**config.mk**
```make
export PLATFORM = sky130hd
export DESIGN_NAME = mem_sequencer
export DESIGN_NICKNAME = d
export VERILOG_FILES = /design/src/rtl/mem_seq_pkg.sv /design/src/rtl/mem_seq_delay_line.sv /design/src/rtl/mem_sequencer.sv
export SDC_FILE = /design/constraint.sdc
export NUM_CORES = 1
export LEC_CHECK = 0
export CAP_MARGIN = 10
export CORE_MARGIN = 3
export CORE_UTILIZATION = 52
export DETAILED_ROUTE_END_ITERATION = 8
export PLACE_DENSITY = 0.84
export SYNTH_ARGS = -nofsm -noshare
export SYNTH_HDL_FRONTEND = slang
export SYNTH_SLANG_ARGS = --single-unit
```
**constraint.sdc**
```tcl
create_clock -name clk -period 3.45 [get_ports clk]
set_clock_uncertainty 0.1 [all_clocks]
set_input_delay 1.035 -clock clk [delete_from_list [all_inputs] [get_ports clk]]
set_output_delay 1.035 -clock clk [all_outputs]
set_load 0.1 [all_outputs]
```
**src/rtl/mem_seq_pkg.sv**
```systemverilog
`default_nettype none
// ============================================================================
//  Module   : mem_seq_pkg
//  Purpose  : Shared opcodes and FSM state encoding for the SRAM sequencer.
//  Revision : 1.0 - initial release
// ============================================================================
package mem_seq_pkg;

    localparam logic [1:0] OP_LOAD    = 2'b00;
    localparam logic [1:0] OP_COMPUTE = 2'b01;
    localparam logic [1:0] OP_UNLOAD  = 2'b10;
    localparam logic [1:0] OP_CLEAR   = 2'b11;

    typedef enum logic [2:0] {
        S_IDLE         = 3'd0,
        S_LOAD         = 3'd1,
        S_COMP_ISSUE   = 3'd2,
        S_COMP_DRAIN   = 3'd3,
        S_UNLOAD       = 3'd4,
        S_UNLOAD_DRAIN = 3'd5,
        S_CLEAR        = 3'd6
    } state_e;

endpackage
`default_nettype wire

```
**src/rtl/mem_seq_delay_line.sv**
```systemverilog
`default_nettype none
// ============================================================================
//  Module   : mem_seq_delay_line
//  Purpose  : Fixed-depth shift register carrying {valid, payload}; a
//             synchronous flush clears every stage in one cycle.
//  Revision : 1.0 - initial release
// ============================================================================
module mem_seq_delay_line
    import mem_seq_pkg::*;
#(
    parameter int Depth = 1,
    parameter int Width = 1
) (
    input  logic             clk,
    input  logic             Reset_n,
    input  logic             flush_i,
    input  logic [Width-1:0] data_i,
    output logic [Width-1:0] data_o
);

    logic [Width-1:0] stage_q [Depth];

    // Shift one stage per cycle; flush empties the whole line.
    always_ff @(posedge clk or negedge Reset_n) begin
        if (!Reset_n) begin
            for (int i = 0; i < Depth; i++) stage_q[i] <= '0;
        end else if (flush_i) begin
            for (int i = 0; i < Depth; i++) stage_q[i] <= '0;
        end else begin
            stage_q[0] <= data_i;
            for (int i = 1; i < Depth; i++) stage_q[i] <= stage_q[i-1];
        end
    end

    assign data_o = stage_q[Depth-1];

endmodule
`default_nettype wire

```
**src/rtl/mem_sequencer.sv**
```systemverilog
`default_nettype none
// ============================================================================
//  Module   : mem_sequencer
//  Purpose  : SRAM sequencer for the dot-product datapath. Runs LOAD /
//             COMPUTE / UNLOAD (and optionally CLEAR) sweeps over the input
//             and output SRAMs, aligning write-back with read latency plus
//             pipeline depth. Optional feature macro: MEM_SEQ_CLEAR_EN.
//  Revision : 1.0 - initial release
// ============================================================================
module mem_sequencer
    import mem_seq_pkg::*;
#(
    parameter int Addr_Width           = 4,
    parameter int Nums_SRAM_In         = 2,
    parameter int Nums_SRAM_Out        = 1,
    parameter int Read_Latency         = 1,
    parameter int Nums_Pipeline_Stages = 4
) (
    input  logic                                                clk,
    input  logic                                                Reset_n,
    input  logic                                                Cmd_valid,
    input  logic [1:0]                                          Cmd_op,
    input  logic [Addr_Width:0]                                 Cmd_len,
    input  logic                                                Abort,
    output logic                                                Cmd_ready,
    output logic                                                Busy,
    output logic                                                Done,
    output logic                                                Err,
    output logic [Nums_SRAM_In+Nums_SRAM_Out-1:0]               En_Chip_Select,
    output logic [Nums_SRAM_In+Nums_SRAM_Out-1:0]               En_Read,
    output logic [Nums_SRAM_In+Nums_SRAM_Out-1:0]               En_Write,
    output logic [(Nums_SRAM_In+Nums_SRAM_Out)*Addr_Width-1:0]  Addr_Read,
    output logic [(Nums_SRAM_In+Nums_SRAM_Out)*Addr_Width-1:0]  Addr_Write,
    output logic                                                Load_Req,
    output logic                                                Pipe_Valid,
    output logic                                                Unload_Valid,
    output logic [Addr_Width-1:0]                               Unload_Addr,
    output logic                                                Wr_Zero
);

    localparam int                NUMS_SRAM = Nums_SRAM_In + Nums_SRAM_Out;
    localparam int                WB_DEPTH  = Read_Latency + Nums_Pipeline_Stages;
    localparam logic [Addr_Width:0] LEN_MAX = {1'b1, {Addr_Width{1'b0}}};
    localparam logic [Addr_Width:0] CNT_ONE = (Addr_Width+1)'(1);

    state_e                  state_q, state_d;
    logic [Addr_Width:0]     cnt_q, cnt_d, len_q, len_d, w_len_m1;
    logic                    ld_q, ld_d, iss_q, iss_d, ul_q, ul_d, clr_q, clr_d;
    logic [Addr_Width-1:0]   ld_addr_q, ld_addr_d, iss_addr_q, iss_addr_d;
    logic [Addr_Width-1:0]   ul_addr_q, ul_addr_d, clr_addr_q, clr_addr_d;
    logic                    done_q, done_d, err_q, err_d, ready_q, ready_d, busy_q, busy_d;
    logic                    w_abort, w_len_ok, w_last;
    logic                    w_rl_v, w_rl_unl, w_wb_v;
    logic [Addr_Width-1:0]   w_rl_addr, w_wb_addr;
    logic [NUMS_SRAM-1:0]    w_we, w_re;

    assign w_abort  = Abort && (state_q != S_IDLE);
    assign w_len_ok = (Cmd_len != '0) && (Cmd_len <= LEN_MAX);
    assign w_len_m1 = len_q - CNT_ONE;
    assign w_last   = (cnt_q == w_len_m1);

    // Next-state, sweep counter and next-cycle output decode.
    always_comb begin
        state_d = state_q;
        cnt_d   = cnt_q;
        len_d   = len_q;
        done_d  = 1'b0;
        err_d   = 1'b0;
        case (state_q)
            S_IDLE: begin
                if (Cmd_valid) begin
                    if (Cmd_op == OP_CLEAR) begin
`ifdef MEM_SEQ_CLEAR_EN
                        state_d = S_CLEAR;
                        cnt_d   = '0;
                        len_d   = LEN_MAX;
`else
                        err_d   = 1'b1;
`endif
                    end else if (!w_len_ok) begin
                        err_d = 1'b1;
                    end else begin
                        cnt_d = '0;
                        len_d = Cmd_len;
                        case (Cmd_op)
                            OP_LOAD:    state_d = S_LOAD;
                            OP_COMPUTE: state_d = S_COMP_ISSUE;
                            default:    state_d = S_UNLOAD;
                        endcase
                    end
                end
            end
            S_LOAD, S_CLEAR: begin
                if (w_last) begin
                    state_d = S_IDLE;
                    done_d  = 1'b1;
                end else begin
                    cnt_d = cnt_q + CNT_ONE;
                end
            end
            S_COMP_ISSUE: begin
                if (w_last) state_d = S_COMP_DRAIN;
                else        cnt_d   = cnt_q + CNT_ONE;
            end
            S_UNLOAD: begin
                if (w_last) state_d = S_UNLOAD_DRAIN;
                else        cnt_d   = cnt_q + CNT_ONE;
            end
            // Finish once the write-back tap shows the last element.
            S_COMP_DRAIN: begin
                if (w_wb_v && ({1'b0, w_wb_addr} == w_len_m1)) begin
                    state_d = S_IDLE;
                    done_d  = 1'b1;
                end
            end
            S_UNLOAD_DRAIN: begin
                if (w_rl_v && w_rl_unl && ({1'b0, w_rl_addr} == w_len_m1)) begin
                    state_d = S_IDLE;
                    done_d  = 1'b1;
                end
            end
            default: state_d = S_IDLE;
        endcase

        // Abort beats a coincident completion.
        if (w_abort) begin
            state_d = S_IDLE;
            done_d  = 1'b0;
            err_d   = 1'b1;
        end

        ld_d       = (state_d == S_LOAD);
        iss_d      = (state_d == S_COMP_ISSUE);
        ul_d       = (state_d == S_UNLOAD);
        clr_d      = (state_d == S_CLEAR);
        ld_addr_d  = ld_d  ? cnt_d[Addr_Width-1:0] : '0;
        iss_addr_d = iss_d ? cnt_d[Addr_Width-1:0] : '0;
        ul_addr_d  = ul_d  ? cnt_d[Addr_Width-1:0] : '0;
        clr_addr_d = clr_d ? cnt_d[Addr_Width-1:0] : '0;
        ready_d    = (state_d == S_IDLE);
        busy_d     = (state_d != S_IDLE);
    end

    // State and registered outputs.
    always_ff @(posedge clk or negedge Reset_n) begin
        if (!Reset_n) begin
            state_q    <= S_IDLE;
            cnt_q      <= '0;
            len_q      <= '0;
            ld_q       <= 1'b0;
            iss_q      <= 1'b0;
            ul_q       <= 1'b0;
            clr_q      <= 1'b0;
            ld_addr_q  <= '0;
            iss_addr_q <= '0;
            ul_addr_q  <= '0;
            clr_addr_q <= '0;
            done_q     <= 1'b0;
            err_q      <= 1'b0;
            ready_q    <= 1'b1;
            busy_q     <= 1'b0;
        end else begin
            state_q    <= state_d;
            cnt_q      <= cnt_d;
            len_q      <= len_d;
            ld_q       <= ld_d;
            iss_q      <= iss_d;
            ul_q       <= ul_d;
            clr_q      <= clr_d;
            ld_addr_q  <= ld_addr_d;
            iss_addr_q <= iss_addr_d;
            ul_addr_q  <= ul_addr_d;
            clr_addr_q <= clr_addr_d;
            done_q     <= done_d;
            err_q      <= err_d;
            ready_q    <= ready_d;
            busy_q     <= busy_d;
        end
    end

    // Read-latency tap: shared by compute operands and unload data, tagged by mode.
    // Payloads are zero when not valid, so OR-merging the address fields is safe.
    mem_seq_delay_line #(.Depth(Read_Latency), .Width(Addr_Width + 2)) u_rl_tap (
        .clk     (clk),
        .Reset_n (Reset_n),
        .flush_i (w_abort),
        .data_i  ({iss_q | ul_q, ul_q, iss_addr_q | ul_addr_q}),
        .data_o  ({w_rl_v, w_rl_unl, w_rl_addr})
    );

    // Write-back tap: output-SRAM write lands latency + pipeline depth after issue.
    mem_seq_delay_line #(.Depth(WB_DEPTH), .Width(Addr_Width + 1)) u_wb_tap (
        .clk     (clk),
        .Reset_n (Reset_n),
        .flush_i (w_abort),
        .data_i  ({iss_q, iss_addr_q}),
        .data_o  ({w_wb_v, w_wb_addr})
    );

    for (genvar k = 0; k < NUMS_SRAM; k++) begin : g_sram
        if (k < Nums_SRAM_In) begin : g_in
            assign w_we[k] = ld_q;
            assign w_re[k] = iss_q;
            assign Addr_Write[k*Addr_Width +: Addr_Width] = ld_addr_q;
            assign Addr_Read [k*Addr_Width +: Addr_Width] = iss_addr_q;
        end else begin : g_out
            assign w_we[k] = w_wb_v | clr_q;
            assign w_re[k] = ul_q;
            assign Addr_Write[k*Addr_Width +: Addr_Width] = w_wb_addr | clr_addr_q;
            assign Addr_Read [k*Addr_Width +: Addr_Width] = ul_addr_q;
        end
    end

    assign En_Write       = w_we;
    assign En_Read        = w_re;
    assign En_Chip_Select = w_we | w_re;
    assign Cmd_ready      = ready_q;
    assign Busy           = busy_q;
    assign Done           = done_q;
    assign Err            = err_q;
    assign Load_Req       = ld_q;
    assign Pipe_Valid     = w_rl_v & ~w_rl_unl;
    assign Unload_Valid   = w_rl_v & w_rl_unl;
    assign Unload_Addr    = w_rl_addr & {Addr_Width{w_rl_unl}};
`ifdef MEM_SEQ_CLEAR_EN
    assign Wr_Zero        = clr_q;
`else
    assign Wr_Zero        = 1'b0;
`endif

endmodule
`default_nettype wire

```
# Word level (Yosys, flattened, before mapping)
# Index checks and enable logic that the tools add are counted.
# Widths: inputs -> output; s select.
dict set report classes {
  n_addsub 2
  multipliers 0
  n_div 0
  order_cmp 1
  n_eq_ne 19
  shifts 0
  n_mux 32
  n_bitwise 10
  reduce_logical 16
}
# op n
set op_table {}
lappend op_table {{$mux 3} 9}
lappend op_table {{$mux 25} 1}
lappend op_table {{$mux 5} 4}
lappend op_table {{$pmux 3 s6} 1}
lappend op_table {{$mux 4} 4}
lappend op_table {{$eq 3x3->1 const B} 5}
lappend op_table {{$eq 4x5->1} 2}
lappend op_table {{$pmux 5 s2} 1}
lappend op_table {{$eq 3x2->1 const B} 3}
lappend op_table {{$mux 1} 9}
lappend op_table {{$ne 2x2->1 const B} 4}
lappend op_table {{$or 4x4->4} 2}
lappend op_table {{$eq 3x1->1 const B} 2}
lappend op_table {{$logic_not 3->1} 2}
lappend op_table {{$mux 6} 1}
lappend op_table {{$pmux 3 s2} 1}
lappend op_table {{$reduce_bool 3->1} 2}
lappend op_table {{$add 5x1->5 const B} 1}
lappend op_table {{$eq 5x5->1} 1}
lappend op_table {{$le 5x5->1 const B} 1}
lappend op_table {{$logic_and 1x1->1} 5}
lappend op_table {{$reduce_and 5->1} 1}
lappend op_table {{$reduce_bool 5->1} 1}
lappend op_table {{$sub 5x1->5 const B} 1}
lappend op_table {{other kinds (13)} 16}
dict set report totals {
  reg_bits 68
  latchBits 0
  ramBits 0
  mem_bits_ro 0
  mem_count 0
}

# Depth between registers and ports, before layout
# Gate-level depths: netlist of run 1.
dict set report logic_depth {
  ltp_word 9
  ltp_mapped 10
  depth_no_buf 8
}

# Cells and area by module
# From an unflattened synthesis of run 1, not the netlist that was laid out.
dict set report hier_totals {
  hier_cells 289
  area_unflattened_um2 3223.1
}
# module n_inst cells_per_inst area_each_um2
set modules_own_cells {}
lappend modules_own_cells {mem_sequencer 1 220 2199.6}
lappend modules_own_cells {{mem_seq_delay_line at u_wb_tap} 1 57 835.8}
lappend modules_own_cells {{mem_seq_delay_line at u_rl_tap} 1 12 187.7}

# Least setup slack after synthesis of run 1
# No wires, ideal clock.
dict set report synth_timing {
  kind {register to output}
  startpoint {register ld_q (netlist: Load_Req)}
  endpoint {output En_Chip_Select[1]}
  t_arrival_ns 1.903
  required_ns 2.315
  slack_ns 0.412
  stages_incl_launch_ff 3
  path_buffers 1
  cell_sequence {dfrtp_1 > or2_2 > buf_4}
}
dict set report synth_via {
  elab_chain_len 1
}
# item line
set synth_rtl {}
lappend synth_rtl {{start, declared} mem_sequencer.sv:48} ;# logic ld_q, ld_d, iss_q, iss_d, ul_q, ul_d, clr_q, clr_d;
lappend synth_rtl {{start signal, assigned} mem_sequencer.sv:166} ;# ld_q <= ld_d;
lappend synth_rtl {{$or 3x3->3} mem_sequencer.sv:216} ;# assign En_Chip_Select = w_we | w_re;
lappend synth_rtl {{end, declared} mem_sequencer.sv:29} ;# output logic [Nums_SRAM_In+Nums_SRAM_Out-1:0] En_Chip_Select,
# No other way between the ends.

# Worst setup path after layout of run 1
dict set report layout_timing {
  startpoint {input Cmd_len[1]}
  endpoint {register ld_addr_q[0]}
}
dict set report layout_via {
  elab_chain_len 9
  elab_cells_between_ends 14
  classes_between {order compare: 1; eq/ne: 1; mux: 10; reduce/logical: 2}
}
# item line
set layout_rtl {}
lappend layout_rtl {{start, declared} mem_sequencer.sv:23} ;# input logic [Addr_Width:0] Cmd_len,
lappend layout_rtl {{$le 5x5->1 / $reduce_bool 5->1 (equally long branches)} mem_sequencer.sv:58} ;# assign w_len_ok = (Cmd_len != '0) && (Cmd_len <= LEN_MAX);
lappend layout_rtl {{$logic_and 1x1->1 (*)} mem_sequencer.sv:58}
lappend layout_rtl {{$mux 3} mem_sequencer.sv:80} ;# end else if (!w_len_ok) begin
lappend layout_rtl {{$mux 3} mem_sequencer.sv:72} ;# if (Cmd_op == OP_CLEAR) begin
lappend layout_rtl {{$mux 3} mem_sequencer.sv:71} ;# if (Cmd_valid) begin
lappend layout_rtl {{$pmux 3 s6} mem_sequencer.sv:69} ;# case (state_q)
lappend layout_rtl {{$mux 3} mem_sequencer.sv:126} ;# if (w_abort) begin
lappend layout_rtl {{$eq 3x1->1} mem_sequencer.sv:132} ;# ld_d = (state_d == S_LOAD);
lappend layout_rtl {{$mux 4 (*)} mem_sequencer.sv:136} ;# ld_addr_d = ld_d ? cnt_d[Addr_Width-1:0] : '0;
lappend layout_rtl {{net ld_addr_d[0]} mem_sequencer.sv:49} ;# logic [Addr_Width-1:0] ld_addr_q, ld_addr_d, iss_addr_q, iss_addr_d;
lappend layout_rtl {{end signal, assigned} mem_sequencer.sv:170} ;# ld_addr_q <= ld_addr_d;
lappend layout_rtl {{end, declared} mem_sequencer.sv:49}
# The timed path passes the listed nets; every way through them passes the cells marked *. The select of a mux whose other input is x is not followed.
# A chain may end at the register's enable or synchronous reset.

==> results of run 1 <==
==> sequential cells by signal, summed over array words and instances, names as in the netlist, 3 cells and up <==
signal and cells:
ld_addr_q 4, iss_addr_q 4, u_wb_tap.data_o 5, u_rl_tap.data_o 6
u_wb_tap.stage_q 20, clr_addr_q 4, ul_addr_q 4, state_q 3
len_q 5, cnt_q 5
==> synth_stat cells, drive strengths merged, types with 2 or more instances <==
| library cell | instances | area share |
|---|---|---|
| xor2 | 8 | 0.022 |
| clkbuf | 7 | 0.0082 |
| a31oi | 5 | 0.0098 |
| buf | 19 | 0.043 |
| nand2 | 16 | 0.019 |
| and3b | 2 | 0.0055 |
| a41oi | 2 | 0.0055 |
| mux2 | 5 | 0.018 |
| o21a | 4 | 0.0094 |
| nor2 | 6 | 0.0071 |
| nand3 | 7 | 0.011 |
| inv | 9 | 0.011 |
| or2 | 7 | 0.014 |
| nor3b | 6 | 0.016 |
| nor3 | 10 | 0.023 |
| o21ai | 8 | 0.013 |
| and2 | 33 | 0.065 |
| a211oi | 2 | 0.0047 |
| dfrtp | 67 | 0.53 |
| nor4 | 10 | 0.027 |
| a21oi | 5 | 0.0078 |
| xnor2 | 9 | 0.025 |
| nor2b | 5 | 0.0098 |
| a31o | 2 | 0.0082 |
| ha | 2 | 0.0078 |
| and3 | 3 | 0.0074 |
| a21o | 3 | 0.0071 |
| or3 | 4 | 0.0078 |
| o211ai | 2 | 0.0047 |
==> placed cells by master, fill, tap and decap left out, types with 8 or more instances in the layout <==
cell type,n
sky130_fd_sc_hd__and2_1,33
sky130_fd_sc_hd__clkbuf_8,10
sky130_fd_sc_hd__buf_4,53
sky130_fd_sc_hd__nor3_1,8
sky130_fd_sc_hd__dfrtp_1,67
sky130_fd_sc_hd__clkdlybuf4s50_1,9
sky130_fd_sc_hd__inv_1,9
sky130_fd_sc_hd__xnor2_1,9
sky130_fd_sc_hd__xor2_1,8
sky130_fd_sc_hd__nand2_1,16
==> worst max-delay path: stages <==
cell,delay (ps)
sky130_fd_sc_hd__clkdlybuf4s50_1,430
sky130_fd_sc_hd__nor4_1,370
sky130_fd_sc_hd__xnor2_1,240
sky130_fd_sc_hd__a31oi_1,130
sky130_fd_sc_hd__a2111o_1,410
sky130_fd_sc_hd__a31o_4,300
sky130_fd_sc_hd__nor4_2,280
==> metrics by stage <==
stage          area (µm²)   util  worst slack, ps  hold slack, ps
3_5_place_dp         3630  0.636             60.9             333
2_1_floorplan        3190      -              412             328
4_1_cts              3850  0.674              408             348
6_report             3850  0.674              384             344
3_3_place_gp         3630  0.636              108             331
5_1_grt              3850  0.674              236             362
==> final timing paths <==
kind	depth (start not counted)	from	end
min in group asynchronous	1	Reset_n	ul_addr_q[1]$_DFF_PN0_
hold reg to reg	1	u_wb_tap.stage_q[15]$_DFF_PN0_	u_wb_tap.stage_q[10]$_DFF_PN0_
max in group asynchronous	2	Reset_n	cnt_q[2]$_DFF_PN0_
hold / removal	1	u_wb_tap.stage_q[15]$_DFF_PN0_	u_wb_tap.stage_q[10]$_DFF_PN0_
setup reg to reg	8	len_q[0]$_DFFE_PN0P_	ld_addr_q[0]$_DFF_PN0_
setup / recovery	7	Cmd_len[1]	ld_addr_q[0]$_DFF_PN0_
==> per-layer routing <==
metal	GRT usage	vias to the layer above	wire length [µm]
li1	-	1071	-
met4	0.0964	0	110
met1	0.264	1084	2920
met2	0.318	76	3270
met5	0	-	0
met3	0.0343	7	376
==> kinds of logic (layout without fill, tap and decap cells) <==
family          count (synthesis)  count (layout)
simple gates                  116             116
flops                          68              68
compound gates                 40              40
buf+inv                        35              89
xor+xnor                       18              18
mux                             6               6
fa+ha+maj                       2               2
other cells                     1               1
==> layout make-up <==
type | instances | area share
Clock buffer | 12 | 0.0377
Sequential cell | 68 | 0.442
Tap cell | 72 | 0.0234
Multi-Input combinational cell | 183 | 0.336
Inverter | 9 | 0.00878
Clock inverter | 4 | 0.0189
Timing Repair Buffer | 64 | 0.133
==> results.md, run 1 <==
| Group | Metric | Reported |
|---|---|---|
| synthesis | Synthesized-area fraction occupied by ao, oa, aoi and oai cells | 0.0893 |
| placement | Placed Cells incl. Taps | 396 |
| grt | Maximum number of pins on one net before global-route repair | 32 |
| die | Area of the core region | 5710 µm² |
| layout | Layout filler cell count | 436 |
| sta | Setup repair after global routing missed its margin | no |
| clock network | Number of levels the H-tree was split into | 3 |
| synthesis | Post-synthesis adder-cell area fraction | 0.00784 |
| critical path | R2R Setup Slk | 500 ps |
| drt | Total routed wirelength | 6.68 mm |
| clock network | Number of buffers created by CTS | 9 |
| critical path | Setup Crit Path Kind | input pin to flop |
| die | Die boundary width | 84.4 µm |
| synthesis | Number of distinct standard cells referenced by the synthesized netlist | 55 |
| critical path | Data required time of the critical path | 3580 ps |
| clock network | Number of buffers between clock root and the deepest sink | 2 |
| grt | Number of antenna violations at the first check in global routing | 0 |
| drt | Detailed-routing iteration count for the pre-antenna-repair pass | 4 |
| drt | Via total after detailed routing | 2,238 |
| layout | Sequential cell area in the final layout | 1700 µm² |
| drt | Post-detailed-route DRC marker count | 0 |
| sta | Final critical-path share of the clock period | 0.889 |
| sta | Worst-Margin Slew | 775 ps |
| layout | Growth of design area from synthesis to finish | 20.5% |
| clock network | TritonCTS clock tree | yes |
| placement | Placer congestion estimate | 0.849 |
| die | Site Rows | 27 |
| synthesis | EDFF count, synth | 0 |
| synthesis | Multiplexer area fraction after synthesis | 0.0208 |
| flow run | Max-capacitance violation count | 0 |
| die | Number of top-level pins | 56 |
| critical path | Maximum fanout along the worst path | 6 |
| synthesis | Synthesized Nets | 299 |
| clock network | Number of gates given a new drive strength after cts | 0 |
| sta | Timing-limited maximum frequency | 326 MHz |
| die | Total Die Area | 7120 µm² |
| synthesis | Synthesized-area fraction occupied by xor and xnor cells | 0.0545 |
| die | Vertical extent of the die | 84.4 µm |
| run status | Status | completed |
| grt | GRT overflow | 0 |
| synthesis | Mapped Avg Cell Area | 11.2 µm² |
| clock network | Skew-Pair Late Insertion Delay | 340 ps |
| synthesis | Proportion of register bits with asynchronous set or reset after synthesis | 1.00 |
| layout | Fraction of final layout cells sized beyond drive strength 1 | 0.271 |
| critical path | Arrival time of the worst setup path | 3200 ps |
| placement | DP Wirelength | 4.91 mm |
| layout | Antenna fix cells | 0 |
| layout | Number of nets in the layout | 348 |
| grt | Global routing usage summed across all routing layers | 0.199 |
| synthesis | Combinational family with the most area after synthesis | simple AND/OR/NAND/NOR gates |
| clock network | Post-CTS setup buffers | 0 |
| sta | Rel. slew slack | 0.477 |
| critical path | Crit path launch type | input pin |
| synthesis | Post-synthesis simple-gate area fraction | 0.231 |
| grt | Via count of the first global-routing pass | 2,223 |
| drt | Wire length per cell after detailed routing | 16.2 µm |
| synthesis | Leading register cell type out of synthesis | sky130_fd_sc_hd__dfrtp_1 |
| sta | Fin. max-slew vios | 0 |
| sta | Number of hold violations in the final report | 0 |
| clock network | Number of hold buffers added after cts | 0 |
| drt | DR iter-0 viols | 184 |
| layout | Cell Count, Final, Fillers Out | 412 |
| clock network | Number of clock sinks | 68 |
| sta | Final total negative setup slack | 0 ps |
| placement | Number of buffers added on ports | 54 |
| synthesis | Netlist area before placement | 3190 µm² |
| sta | Count of endpoints failing setup in the final report | 0 |
| synthesis | Warnings, synthesis | 0 |
| synthesis | Instance count of the mapped netlist | 286 |
| drt | Number of routed nets with antenna violations | 0 |
| grt | Wire length of the first global-routing pass | 10.9 mm |
| layout | Multi-input gate area in the final layout | 1290 µm² |
| clock network | Clock root buffer master | sky130_fd_sc_hd__clkbuf_8 |
| drt | Number of vias per cell | 5.43 |
| clock network | Clock transition at the registers of the reported paths | 70 ps |
| sta | Final critical-path required period | 3070 ps |
| critical path | Endpoint kind of the worst setup timing path | flop |
| synthesis | Register area share after synthesis | 0.533 |
| die | Effective utilization at floorplan | 0.559 |
| synthesis | Synth Register Bits | 68 |
| hold path | Tightest Hold Check Type | flop to flop |
Power of run 1 is left out: the tool's default activity adds up to more than one toggle a clock period on the data nets, which glitch-free logic cannot reach.
==> run 2, diff against run 1 <==
--- a/config.mk
+++ b/config.mk
@@ -9,7 +9,9 @@
 export CORE_MARGIN = 3
 export CORE_UTILIZATION = 52
 export DETAILED_ROUTE_END_ITERATION = 8
-export PLACE_DENSITY = 0.84
+export MAX_ROUTING_LAYER = met4
+export PLACE_DENSITY_LB_ADDON = 0.08
+export SETUP_SLACK_MARGIN = 0.02
 export SYNTH_ARGS = -nofsm -noshare
 export SYNTH_HDL_FRONTEND = slang
 export SYNTH_SLANG_ARGS = --single-unit
==> run 2 against run 1 <==
  * Register-to-register slack better by 70 ps
  * Non-clock buffer count increased by 2
  * Worst hold slack gained 2.7 ps
  * Core utilization grew 1.1 points
  * Worst setup slack improved by 37 ps
  * First-iteration DRC count shrank 13%
  * Critical path depth unchanged
  * Wire length decreased by 3.2%
  * Final cell count up 0.49%
  * Sequential share of layout area fell by 0.69 points
  * Highest routed layer unchanged
==> results.md, run 2 (synthesized netlist as in run 1, its figures left out) <==
| Group | Metric | Reported | Change |
|---|---|---|---|
| run status | Status | completed |  |
| critical path | Origin of the critical flop-to-flop path | len_q[0]$_DFFE_PN0P_ |  |
| placement | Number of buffers added on ports | 54 | unchanged |
| critical path | Critical path launch point | Cmd_len[1] |  |
| sta | Final critical-path required period | 3030 ps | -36.9 ps |
| layout | Sequential cell area in the final layout | 1700 µm² | unchanged |
| drt | Post-detailed-route DRC marker count | 0 | unchanged |
| drt | Via total after detailed routing | 2,215 | -1.0% |
| hold path | Tightest Hold Check Type | flop to flop |  |
| sta | Worst-Margin Slew | 786 ps | +11.7 ps |
| clock network | Number of levels the H-tree was split into | 3 | unchanged |
| die | Die boundary width | 84.4 µm | unchanged |
| grt | GRT overflow | 0 | unchanged |
| sta | Timing-limited maximum frequency | 330 MHz | +1.2% |
| grt | Wire length of the first global-routing pass | 10.7 mm | -1.8% |
| die | Vertical extent of the die | 84.4 µm | unchanged |
| drt | DR iter-0 viols | 160 | -13% |
| clock network | Number of gates given a new drive strength after cts | 0 | unchanged |
| critical path | Arrival time of the worst setup path | 3170 ps | -30 ps |
| grt | Maximum number of pins on one net before global-route repair | 37 | +16% |
| sta | Number of hold violations in the final report | 0 | unchanged |
| placement | Placed Cells incl. Taps | 398 | +0.51% |
| layout | Most frequent cells in the layout | sky130_fd_sc_hd__dfrtp_1, sky130_fd_sc_hd__buf_4, sky130_fd_sc_hd__and2_1 |  |
| placement | DP Wirelength | 4.72 mm | -3.9% |
| placement | Cell Area, Placed | 3670 µm² | +1.1% |
| layout | Antenna fix cells | 0 | unchanged |
| flow run | Max-capacitance violation count | 0 | unchanged |
| layout | Layout filler cell count | 441 | +1.1% |
| grt | Global routing usage summed across all routing layers | 0.201 | +0.00164 |
| layout | Max reg flops | 20 | unchanged |
| drt | Number of vias per cell | 5.35 | -1.5% |
| layout | Growth of design area from synthesis to finish | 22.5% |  |
| die | Area of the core region | 5710 µm² | unchanged |
| layout | Number of nets in the layout | 350 | +0.57% |
| sta | Final critical-path share of the clock period | 0.878 | -0.0107 |
| sta | Fin. max-slew vios | 0 | unchanged |
| die | Total Die Area | 7120 µm² | unchanged |
| critical path | R2r endpoint | ld_addr_q[2]$_DFF_PN0_ |  |
| layout | Largest Register | u_wb_tap.stage_q |  |
| critical path | Maximum fanout along the worst path | 6 | unchanged |
| critical path | Data required time of the critical path | 3590 ps | about the same |
| drt | Number of routed nets with antenna violations | 0 | unchanged |
| sta | Rel. slew slack | 0.476 | -0.00122 |
| hold path | Number of cells on the worst hold path | 1 | unchanged |
| layout | Multi-input gate area in the final layout | 1290 µm² | unchanged |
| hold path | End point of the most critical hold path | u_wb_tap.stage_q[18]$_DFF_PN0_ |  |
| sta | Count of endpoints failing setup in the final report | 0 | unchanged |
| critical path | Crit path launch type | input pin |  |
| clock network | Number of clock sinks | 68 | unchanged |
| clock network | Clock root buffer master | sky130_fd_sc_hd__clkbuf_8 |  |
| die | Effective utilization at floorplan | 0.559 | unchanged |
| sta | Final total negative setup slack | 0 ps | unchanged |
| layout | Cell Count, Final, Fillers Out | 414 | +0.49% |
| clock network | Number of buffers between clock root and the deepest sink | 2 | unchanged |
| layout | Fraction of final layout cells sized beyond drive strength 1 | 0.278 | +0.00719 |
| sta | Setup repair after global routing missed its margin | no |  |
| grt | Number of antenna violations at the first check in global routing | 0 | unchanged |
| clock network | TritonCTS clock tree | yes |  |
| hold path | Startpoint of the tightest hold check path | u_wb_tap.stage_q[23]$_DFF_PN0_ |  |
| die | Site Rows | 27 | unchanged |
| placement | Placer congestion estimate | 0.870 | +2.4% |
| layout | Leading cell type in the layout, fill and taps excluded | sky130_fd_sc_hd__dfrtp_1 |  |
| drt | Detailed-routing iteration count for the pre-antenna-repair pass | 4 | unchanged |
| grt | Via count of the first global-routing pass | 2,087 | -6.1% |
| critical path | R2R Setup Slk | 570 ps | +70 ps |
| clock network | Number of buffers created by CTS | 9 | unchanged |
| drt | Total routed wirelength | 6.47 mm | -3.2% |
| die | Number of top-level pins | 56 | unchanged |
| layout | Final Instance Area | 3910 µm² | +1.6% |
| clock network | Skew-Pair Late Insertion Delay | 330 ps | about the same |
| drt | Wire length per cell after detailed routing | 15.6 µm | -3.6% |
| clock network | Clock transition at the registers of the reported paths | 70 ps | about the same |
| critical path | Cells on worst reg2reg path | 8 | unchanged |
| critical path | Endpoint kind of the worst setup timing path | flop |  |
| clock network | Post-CTS setup buffers | 0 | unchanged |
| critical path | Setup Crit Path Kind | input pin to flop |  |
| clock network | Number of hold buffers added after cts | 0 | unchanged |
[run 2: cell count changes in the layout (fill, tap and decap cells not counted)]
cell,previous run,this run
sky130_fd_sc_hd__inv_6,0,1
sky130_fd_sc_hd__clkbuf_8,10,9
sky130_fd_sc_hd__buf_12,1,3
sky130_fd_sc_hd__bufinv_16,2,3
sky130_fd_sc_hd__clkbuf_1,2,1
[run 2: through the flow]
stage / util / hold slack, ps / setup WS (ps)
after floorplan: - / 328 / 412
after global placement: 0.643 / 329 / 144
after detailed placement: 0.643 / 333 / 67.9
after CTS: 0.685 / 350 / 432
after global routing: 0.685 / 360 / 276
final: 0.685 / 347 / 421
[run 2: worst max-delay path by stage]
stage | to | slack, ps | cells past startpoint
2_1_floorplan | En_Chip_Select[1] | 410 | 2
3_3_place_gp | ld_addr_q[3]$_DFF_PN0_ | 140 | 7
3_5_place_dp | ld_addr_q[2]$_DFF_PN0_ | 70 | 7
4_1_cts | ld_addr_q[2]$_DFF_PN0_ | 430 | 7
5_1_grt | ld_addr_q[2]$_DFF_PN0_ | 280 | 7
6_report | ld_addr_q[2]$_DFF_PN0_ | 420 | 7
[run 2: final cells by class]
class                           count  share of cell area
Clock buffer                       10              0.0326
Sequential cell                    68               0.436
Timing Repair Buffer               66               0.141
Clock inverter                      6              0.0285
Tap cell                           72              0.0230
Multi-Input combinational cell    183               0.330
Inverter                            9             0.00864
[run 2: worst max-delay path, cell delays in order]
cell and delay (ps):
sky130_fd_sc_hd__clkdlybuf4s50_1 420, sky130_fd_sc_hd__nor4_1 370, sky130_fd_sc_hd__xnor2_1 220, sky130_fd_sc_hd__a31oi_1 130
sky130_fd_sc_hd__a2111o_1 430, sky130_fd_sc_hd__a31o_4 300, sky130_fd_sc_hd__nor4_2 250
[run 2: per-layer routing]
metal  GRT usage  up-vias  routed length, µm  share of wire
li1            -     1073                  -              -
met1       0.280     1069               3010           0.47
met2       0.292       66               2990           0.46
met3      0.0589        7                405          0.063
met4      0.0475        0                 58         0.0090
met5           -        -                  0              0
Power of run 2 is left out for the same reason.
